[src/rtl/tp_ram_pkg.sv]
// Shared constants for the tp_ram read engine: FSM encoding, RAM read latency
// and output buffer depth.
package tp_ram_pkg;

  localparam logic [1:0] ST_IDLE  = 2'd0;
  localparam logic [1:0] ST_READ  = 2'd1;
  localparam logic [1:0] ST_DRAIN = 2'd2;

  localparam int RD_LATENCY = 1;
  localparam int OBUF_DEPTH = 2;

endpackage

[src/rtl/tp_ram_reader_if.sv]
// RAM read port plus valid/ready output stream of tp_ram_reader.
// master = the reader, slave = RAM and downstream consumer side.
interface tp_ram_reader_if #(
  parameter int DATA_WIDTH = 8,
  parameter int ADDR_WIDTH = 5
);

  logic                  ram_rden;
  logic [ADDR_WIDTH-1:0] ram_addrrd;
  logic [DATA_WIDTH-1:0] ram_dout;
  logic [DATA_WIDTH-1:0] m_data;
  logic                  m_valid;
  logic                  m_ready;
  logic                  m_last;

  modport master (
    output ram_rden, ram_addrrd, m_data, m_valid, m_last,
    input  ram_dout, m_ready
  );

  modport slave (
    input  ram_rden, ram_addrrd, m_data, m_valid, m_last,
    output ram_dout, m_ready
  );

endinterface

[src/rtl/rd_skid_fifo.sv]
// Small synchronous FIFO holding {last, data} words returned by the RAM.
// DEPTH must be a power of two so the pointers wrap naturally.
module rd_skid_fifo #(
  parameter int WIDTH = 9,
  parameter int DEPTH = 2
) (
  input  logic                           clk,
  input  logic                           rst,
  input  logic                           push,
  input  logic [WIDTH-1:0]               push_data,
  input  logic                           pop,
  output logic [WIDTH-1:0]               pop_data,
  output logic                           not_empty,
  output logic [$clog2(DEPTH+1)-1:0]     occ
);

  localparam int PW = $clog2(DEPTH);
  localparam int CW = $clog2(DEPTH + 1);

  logic [WIDTH-1:0] mem [DEPTH];
  logic [PW-1:0]    wr_ptr;
  logic [PW-1:0]    rd_ptr;
  logic [CW-1:0]    count;

  // Storage is cleared on reset so the head word reads as zero afterwards.
  always_ff @(posedge clk) begin
    if (rst) begin
      wr_ptr <= '0;
      rd_ptr <= '0;
      count  <= '0;
      for (int i = 0; i < DEPTH; i++) begin
        mem[i] <= '0;
      end
    end else begin
      if (push) begin
        mem[wr_ptr] <= push_data;
        wr_ptr      <= wr_ptr + PW'(1);
      end
      if (pop) begin
        rd_ptr <= rd_ptr + PW'(1);
      end
      count <= count + CW'(push) - CW'(pop);
    end
  end

  assign pop_data  = mem[rd_ptr];
  assign not_empty = (count != '0);
  assign occ       = count;

endmodule

[src/rtl/tp_ram_reader.sv]
// Burst read engine for tp_ram: issues reads, absorbs the 1-cycle RAM latency
// and streams words out with backpressure. Option: TP_RAM_READER_CHECKSUM_EN.
module tp_ram_reader
  import tp_ram_pkg::*;
#(
  parameter int DATA_WIDTH = 8,
  parameter int ADDR_WIDTH = 5
) (
  input  logic                  clk,
  input  logic                  rst,
  input  logic                  start,
  input  logic [ADDR_WIDTH-1:0] start_addr,
  input  logic [ADDR_WIDTH:0]   len,
  output logic                  busy,
  output logic                  done,
`ifdef TP_RAM_READER_CHECKSUM_EN
  output logic [DATA_WIDTH-1:0] checksum,
`endif
  tp_ram_reader_if.master       bus
);

  localparam logic [ADDR_WIDTH:0] MAX_LEN = {1'b1, {ADDR_WIDTH{1'b0}}};
  localparam logic [ADDR_WIDTH:0] ONE     = (ADDR_WIDTH+1)'(1);

  logic [1:0]            state;
  logic [ADDR_WIDTH:0]   len_q;
  logic [ADDR_WIDTH:0]   issued;
  logic [ADDR_WIDTH:0]   accepted;
  logic [ADDR_WIDTH-1:0] addr;
  logic                  inflight;
  logic                  inflight_last;
  logic [1:0]            occ;
  logic [DATA_WIDTH:0]   fifo_out;
  logic                  start_ok;
  logic                  pop;
  logic                  issue;
  logic                  last_issue;
  logic                  last_accept;

  // Issue only while the buffer plus the word in flight still leaves room
  // after this cycle's pop; this is the only input-to-output comb path.
  always_comb begin
    start_ok    = (state == ST_IDLE) && start && (len != '0) && (len <= MAX_LEN);
    pop         = bus.m_valid && bus.m_ready;
    last_issue  = (issued == len_q - ONE);
    last_accept = (accepted == len_q - ONE);
    issue       = (state == ST_READ) && (issued != len_q) &&
                  (({1'b0, occ} + {2'b00, inflight}) < (3'd2 + {2'b00, pop}));
  end

  assign bus.ram_rden   = issue;
  assign bus.ram_addrrd = addr;
  assign busy           = (state != ST_IDLE);

  always_ff @(posedge clk) begin
    if (rst) begin
      state         <= ST_IDLE;
      len_q         <= '0;
      issued        <= '0;
      accepted      <= '0;
      addr          <= '0;
      inflight      <= 1'b0;
      inflight_last <= 1'b0;
      done          <= 1'b0;
    end else begin
      done          <= 1'b0;
      inflight      <= issue;
      inflight_last <= issue && last_issue;
      if (issue) begin
        addr   <= addr + ADDR_WIDTH'(1);
        issued <= issued + ONE;
      end
      if (pop) begin
        accepted <= accepted + ONE;
      end
      case (state)
        ST_IDLE: begin
          if (start_ok) begin
            addr     <= start_addr;
            len_q    <= len;
            issued   <= '0;
            accepted <= '0;
            state    <= ST_READ;
          end
        end
        ST_READ: begin
          if (issue && last_issue) begin
            state <= ST_DRAIN;
          end
        end
        ST_DRAIN: begin
          if (pop && last_accept) begin
            state <= ST_IDLE;
            done  <= 1'b1;
          end
        end
        default: state <= ST_IDLE;
      endcase
    end
  end

  rd_skid_fifo #(
    .WIDTH (DATA_WIDTH + 1),
    .DEPTH (OBUF_DEPTH)
  ) u_obuf (
    .clk       (clk),
    .rst       (rst),
    .push      (inflight),
    .push_data ({inflight_last, bus.ram_dout}),
    .pop       (pop),
    .pop_data  (fifo_out),
    .not_empty (bus.m_valid),
    .occ       (occ)
  );

  assign bus.m_last = fifo_out[DATA_WIDTH];
  assign bus.m_data = fifo_out[DATA_WIDTH-1:0];

`ifdef TP_RAM_READER_CHECKSUM_EN
  always_ff @(posedge clk) begin
    if (rst || start_ok) begin
      checksum <= '0;
    end else if (pop) begin
      checksum <= checksum + bus.m_data;
    end
  end
`else
  // Without the accumulator, accepted words are only forwarded downstream.
`endif

endmodule

[src/flat_wrapper.sv]
// flat-port wrapper written by rule: the top's interface ports become plain ports
module tp_ram_reader_flat import tp_ram_pkg::*;
#(
  parameter int DATA_WIDTH = 8,
  parameter int ADDR_WIDTH = 5
)
  (clk, rst, start, start_addr, len, busy, done, bus_ram_rden, bus_ram_addrrd, bus_m_data, bus_m_valid, bus_m_last, bus_ram_dout, bus_m_ready);
  tp_ram_reader_if #(.DATA_WIDTH(DATA_WIDTH), .ADDR_WIDTH(ADDR_WIDTH)) bus_i ();
  input  logic clk;
  input  logic rst;
  input  logic start;
  input  logic [ADDR_WIDTH-1:0] start_addr;
  input  logic [ADDR_WIDTH:0] len;
  output logic busy;
  output logic done;
  output wire logic [$bits(bus_i.ram_rden)-1:0] bus_ram_rden;
  output wire logic [$bits(bus_i.ram_addrrd)-1:0] bus_ram_addrrd;
  output wire logic [$bits(bus_i.m_data)-1:0] bus_m_data;
  output wire logic [$bits(bus_i.m_valid)-1:0] bus_m_valid;
  output wire logic [$bits(bus_i.m_last)-1:0] bus_m_last;
  input wire logic [$bits(bus_i.ram_dout)-1:0] bus_ram_dout;
  input wire logic [$bits(bus_i.m_ready)-1:0] bus_m_ready;
  assign bus_ram_rden = bus_i.ram_rden;
  assign bus_ram_addrrd = bus_i.ram_addrrd;
  assign bus_m_data = bus_i.m_data;
  assign bus_m_valid = bus_i.m_valid;
  assign bus_m_last = bus_i.m_last;
  assign bus_i.ram_dout = bus_ram_dout;
  assign bus_i.m_ready = bus_m_ready;
  tp_ram_reader #(.DATA_WIDTH(DATA_WIDTH), .ADDR_WIDTH(ADDR_WIDTH)) u_core (.clk(clk), .rst(rst), .start(start), .start_addr(start_addr), .len(len), .busy(busy), .done(done), .bus(bus_i));
endmodule
[config.mk]
export PLATFORM = sky130hd
export DESIGN_NAME = tp_ram_reader_flat
export DESIGN_NICKNAME = d
export VERILOG_FILES = /design/src/rtl/tp_ram_pkg.sv /design/src/rtl/tp_ram_reader_if.sv /design/src/rtl/rd_skid_fifo.sv /design/src/rtl/tp_ram_reader.sv /design/src/flat_wrapper.sv
export SDC_FILE = /design/constraint.sdc
export NUM_CORES = 1
export LEC_CHECK = 0
export ABC_AREA = 1
export BUFFER_PORTS_ARGS = -buffer_cell sky130_fd_sc_hd__buf_2
export CAP_MARGIN = 20
export CORE_UTILIZATION = 45
export CTS_CLUSTER_DIAMETER = 50
export DETAILED_ROUTE_END_ITERATION = 8
export PLACE_DENSITY = 0.73
export SYNTH_ARGS = -nofsm -noshare
export SYNTH_HDL_FRONTEND = slang
export SYNTH_SLANG_ARGS = --single-unit
[constraint.sdc]
create_clock -name clk -period 4.2 [get_ports clk]
set_clock_uncertainty 0.05 [all_clocks]
set_input_delay 0.63 -clock clk [delete_from_list [all_inputs] [get_ports clk]]
set_output_delay 0.63 -clock clk [all_outputs]
set_load 0.02 [all_outputs]
Yosys cells after proc, flatten, opt, wreduce, memory -nomap -nowiden
Memory sizes are Yosys's and may differ from the RTL's. A register that Yosys moved wholly into a read port is not among the register bits.
Cells that the tools add are included.

storage, ports and cells
  flip-flop bits (word level) = 32
  bits in latches = 0
  RAM bits = 18
  memory bits (read-only) = 0
  input bits = 23
  logic and storage cells = 73
  memories kept = 1

operators by class
  add/sub/neg operators = 10
  $mul = 0
  div/mod/pow operators = 0
  $lt $le $gt $ge = 2
  equality and inequality tests = 8
  shift-type cells = 0
  multiplexer cells = 24
  bitwise gates (word level) = 1
  reductions and logical operators = 16

memory list
  name               depth  bits a word  rd ports  clocked after memory_dff  write ports  RTL line            RTL
  u_core.u_obuf.mem  2      9            1         1                         2            rd_skid_fifo.sv:20  logic [WIDTH-1:0] mem [DEPTH];

operators with widths
  cell                                                  number
  2-to-1 mux 6 bit                                      6
  2-to-1 mux 5 bit                                      3
  adder 6 x 1 -> 6 bit (second input constant)          2
  equality test 6 bit                                   2
  2-to-1 mux 1 bit                                      10
  2-to-1 mux 9 bit                                      1
  OR reduction 9 bit                                    1
  logical AND 1 bit                                     8
  <= comparator 6 bit (second input constant)           1
  2-to-1 mux 2 bit                                      3
  != test 6 bit                                         1
  case mux 2 bit (3 select lines)                       1
  nonzero test 6 bit                                    1
  subtractor 6 x 1 -> 6 bit (second input constant)     1
  adder 5 x 1 -> 5 bit (second input constant)          1
  != test 2 x 1 -> 1 bit (second input constant)        2
  nonzero test 2 bit                                    2
  adder 2 x 1 -> 3 bit                                  1
  adder 2 x 1 -> 3 bit (first input constant)           1
  < comparator 3 bit                                    1
  AND reduction 3 bit                                   1
  adder 1 bit (second input constant)                   2
  adder 2 x 1 -> 2 bit                                  1
  equality test 2 x 1 -> 1 bit (second input constant)  1
  other kinds (7)                                       7

Logic depth before layout (Yosys ltp)
  word-level depth = 8
  mapped depth = 12

Modules after synthesis
From an unflattened synthesis, not the netlist that was laid out.

unflattened totals
  cell total of the unflattened synthesis = 347
  area total of the unflattened synthesis = 2771.4 um2

modules (own cells, without submodules)
  module         instances  cells an instance  area each (um2)
  tp_ram_reader  1          260                1736.7
  rd_skid_fifo   1          87                 1034.7

Worst setup path before layout
Ideal clock, no wire load.

  kind = input-to-reg
  from = input bus_m_ready
  to = register u_core.u_obuf.count[1], in the netlist u_core.u_obuf.occ[1]
  data arrival time = 1.763 ns
  data required time = 4.030 ns
  setup slack = 2.267 ns
  stages = 8
  buffers on the path = 0
  cell sequence = nand2_1 -> clkinv_1 -> ha_1 -> inv_1 -> ha_1 -> xor2_1 -> o21ai_0 -> a21oi_1

between the ends
  longest elaborated chain between the ends = 2

RTL lines
  what                       RTL line             RTL
  from (decl)                flat_wrapper.sv:22   input wire logic [$bits(bus_i.m_ready)-1:0] bus_m_ready;
  logical AND 1 bit          tp_ram_reader.sv:44  pop = bus.m_valid && bus.m_ready;
  named net u_core.pop       tp_ram_reader.sv:35  logic pop;
  subtractor 2 x 1 -> 2 bit  rd_skid_fifo.sv:42   count <= count + CW'(push) - CW'(pop);
  to (signal assigned)       rd_skid_fifo.sv:42
  to (decl)                  rd_skid_fifo.sv:23   logic [CW-1:0] count;

The timed path passes the listed nets, and every way through them passes these cells.
A chain may end at the register's enable or synchronous reset.

Worst setup path after layout
  from = register u_core.u_obuf.count[0], in the netlist u_core.u_obuf.occ[0]
  to = output bus_ram_rden

between the ends
  longest elaborated chain between the ends = 5
  elaborated cells on any way between the ends = 6

RTL lines
  what                  RTL line             RTL
  nonzero test 2 bit    rd_skid_fifo.sv:47   assign not_empty = (count != '0);
  logical AND 1 bit     tp_ram_reader.sv:44
  adder 2 x 1 -> 3 bit  tp_ram_reader.sv:48  (({1'b0, occ} + {2'b00, inflight}) < (3'd2 + {2'b00, pop}));
  < comparator 3 bit *  tp_ram_reader.sv:48
  logical AND 1 bit *   tp_ram_reader.sv:47  issue = (state == ST_READ) && (issued != len_q) &&
  to (decl)             flat_wrapper.sv:16   output wire logic [$bits(bus_i.ram_rden)-1:0] bus_ram_rden;

Mark *: on every way between the ends. The rest lies on a longest branch, timed or not.

==> impl_metrics.csv <==
group,metric,value,unit
status,status,"finished, final reports clean",
power,p_per_area,427,nW/um^2
logic_synthesis,yosys.area.top_type_share,25.0,%
logic_synthesis,yosysTopAreaCell,"dfxtp_1",
logic_synthesis,synth-edff-count,18,
die,rows,27,
clock_network,numCtsBuffers,5,
worst_setup_path,startpoint_type,"flop",
power,ir_drop,205,uV
grt,antenna_found_initial,0,
timing,slew_headroom,56.9,%
worst_setup_path,path_delay_family,"compound AO/OA/AOI/OAI gates",
worst_setup_path,crit_path_max_fanout,12,
placed_design,portBuffers,40,
worst_setup_path,path_cells,"ha_1 -> ha_1 -> nand2_1 -> nand2_1 -> a21oi_2 -> buf_2",
timing,setup_viol,0,
placed_design,dp_slack,1.84,ns
logic_synthesis,ys_warn_count,0,
timing,final_max_slew_viol_count,0,
clock_network,cts_tree,"yes",
timing,worst_pin_slew,0.647,ns
die,floorplan.initialDensity,47.4,%
grt,grt_pass1_wl,9310,um
job,maxCapViolCount,0,
logic_synthesis,yosysMostFrequentCell,"nand2_1",
timing,max_freq,368,MHz
layout,area_growth,14.8,%
worst_hold_path,hp-start,"u_core.u_obuf.rd_ptr$_SDFFE_PP0P_",
clock_network,holdBufCountCts,0,
routing,ant_nets,0,
grt,grtUsageTotal,19.4,%
power,cellLeakagePower,0.00147,uW
worst_setup_path,slowest_stage,"a21oi_2",
routing,drt_iter0_drc,161,
placed_design,hpwl,4160,um
layout,layout-drive-gt1-share,18.7,%
logic_synthesis,synth_commonest_cells,"nand2_1 (83), nor2_1 (50), inv_1 (39)",
die,io_pins,41,
grt,grt_max_degree,18,
worst_setup_path,crit_type,"reg -> out",
routing,vias,2240,
die,die_x,78.6,um
clock_network,path_clk_slew,0.09,ns
layout,fillers,532,
worst_setup_path,startpoint,"u_core.u_obuf.occ[0]$_SDFF_PP0_",
routing,via_per_inst,4.97,
timing,hold_viol,0,
worst_hold_path,min_path_type,"reg -> reg",
worst_setup_path,reg2reg_slack,2.20,ns
placed_design,place_congestion,0.843,
logic_synthesis,synth_cell_types,32,
die,die_y,78.6,um
timing,fin_crit_sh,64.6,%
logic_synthesis,synth-seq-area-share,45.5,%
worst_setup_path,critPathRequiredTime,3.52,ns
timing,worst_slack,1.49,ns
timing,finalCriticalPeriod,2.71,ns
worst_setup_path,worstReg2RegStart,"u_core.u_obuf.occ[0]$_SDFF_PP0_",
worst_setup_path,arrival,2.03,ns
worst_setup_path,cp_slowest_stage_delay,0.50,ns
layout,num-nets-final,409,
grt,grt-ovfl-total,0,
clock_network,clkLatencyLatePin,0.31,ns
logic_synthesis,ys.flop_type,"dfxtp_1",
die,core,5570,um^2
routing,post_drt_wl_per_cell,12.3,um
logic_synthesis,synth_nets,368,
routing,routed_wl,5570,um
logic_synthesis,syn-cell-area,2640,um^2
logic_synthesis,syn-instance-count,337,
clock_network,clockRootBuffer,"clkbuf_8",
timing,hold_ws,0.420,ns
grt,grt_pass1_vias,2064,
timing,setup_tns,0,ns
clock_network,post_cts_resized,0,
logic_synthesis,synth_area_leaders,"dfxtp_1 (25%), edfxtp_1 (20%), nand2_1 (12%)",
clock_network,post-cts-setup-buffer-count,0,
routing,drc,0,
routing,dr.pass1.iters,4,
logic_synthesis,syn_area_per_cell,7.84,um^2
worst_setup_path,end_kind,"primary output",
die,dieArea,6180,um^2
logic_synthesis,async_reset_ff_share,0,%
clock_network,htreeDepth,2,
logic_synthesis,ys_seq_elements,51,
clock_network,clk_path_buf_depth,2,
layout,antennaDiodeCount,0,
power,report.power.total,1290,uW
worst_setup_path,path_buf_inv,1,
clock_network,numClockSinks,51,
timing,rsz0062_at_grt,"false",
cells in the final DEF (no fill, tap or decap), types with 2 or more instances in the layout:
cell type / netlist / routed
nand2_2: 2 / 2
dfxtp_1: 33 / 33
nor2_2: 2 / 2
clkbuf_8: 0 / 5
buf_2: 2 / 40
inv_1: 39 / 39
nor2_1: 50 / 50
nand3_1: 22 / 22
nand4_1: 4 / 4
nor3_1: 2 / 2
edfxtp_1: 18 / 18
inv_2: 4 / 4
nand3b_1: 2 / 2
xor2_1: 10 / 10
o21ai_1: 4 / 4
ha_1: 8 / 8
xnor2_1: 7 / 7
mux2_2: 9 / 9
nand2_1: 83 / 83
o21ai_0: 10 / 10
a21oi_1: 13 / 13
bufinv_16: 0 / 2
worst register-to-register path: stages, from the launching register on:
cell     delay (ns)
dfxtp_1        0.34
ha_1           0.20
ha_1           0.28
nand2_1        0.06
nand2_1        0.07
a21oi_2        0.50
nand3_1        0.24
nand2_1        0.11
a21oi_1        0.06
registers in the layout, indices dropped and copies added, names as in the netlist, named ones only:
register	cells
u_core.inflight	1
u_core.u_obuf.mem	18
u_core.issued	6
u_core.u_obuf.rd_ptr	1
u_core.u_obuf.occ	2
u_core.inflight_last	1
u_core.state	2
u_core.bus.ram_addrrd	5
u_core.done	1
u_core.u_obuf.wr_ptr	1
u_core.accepted	6
u_core.len_q	6
layout make-up:
class | instances | area [um^2] | area share [%]
multi-input combinational | 236 | 1240 | 40.9
sequential | 51 | 1200 | 39.6
timing repair buffer | 40 | 200 | 6.60
inverter | 44 | 165 | 5.45
tap | 72 | 90.1 | 2.97
clock buffer | 5 | 68.8 | 2.27
clock inverter | 3 | 67.6 | 2.23
routing by layer:
layer	GRT usage, %	wire [um]	vias up
li1	-	-	1153
met1	25.2	2700	1031
met2	32.4	2570	48
met3	3.49	231	8
met4	6.11	65	0
met5	0	0	-
power by group:
part	internal, uW	switching, uW	leakage (uW)
sequential	550	44.5	0.000454
clock	238	168	0.0000644
combinational	115	180	0.000948
total	902	392	0.00147
worst paths after layout:
path	endpoint	depth (start not counted)
worst max-delay path	bus_ram_rden	6
worst min-delay path	flop	1
worst max register to register	u_core.state[0]$_SDFFE_PP0P_	8
worst min register to register	flop	1
through the flow:
step           instance area [um^2]  utilization (%)  cells
2_1_floorplan                  2640                -    337
3_3_place_gp                   2900             52.0    443
3_5_place_dp                   2900             52.0    443
4_1_cts                        3030             54.4    451
5_1_grt                        3030             54.4    451
6_report                       3030             54.4    451
logic make-up after synthesis:
kind of cell,synth area share (%)
simple gates,27.2
flops,45.5
buf+inv,7.62
compound gates,6.49
xor+xnor,5.63
mux,3.84
fa+ha+maj,3.79
Power figures use the tool's default switching activity.
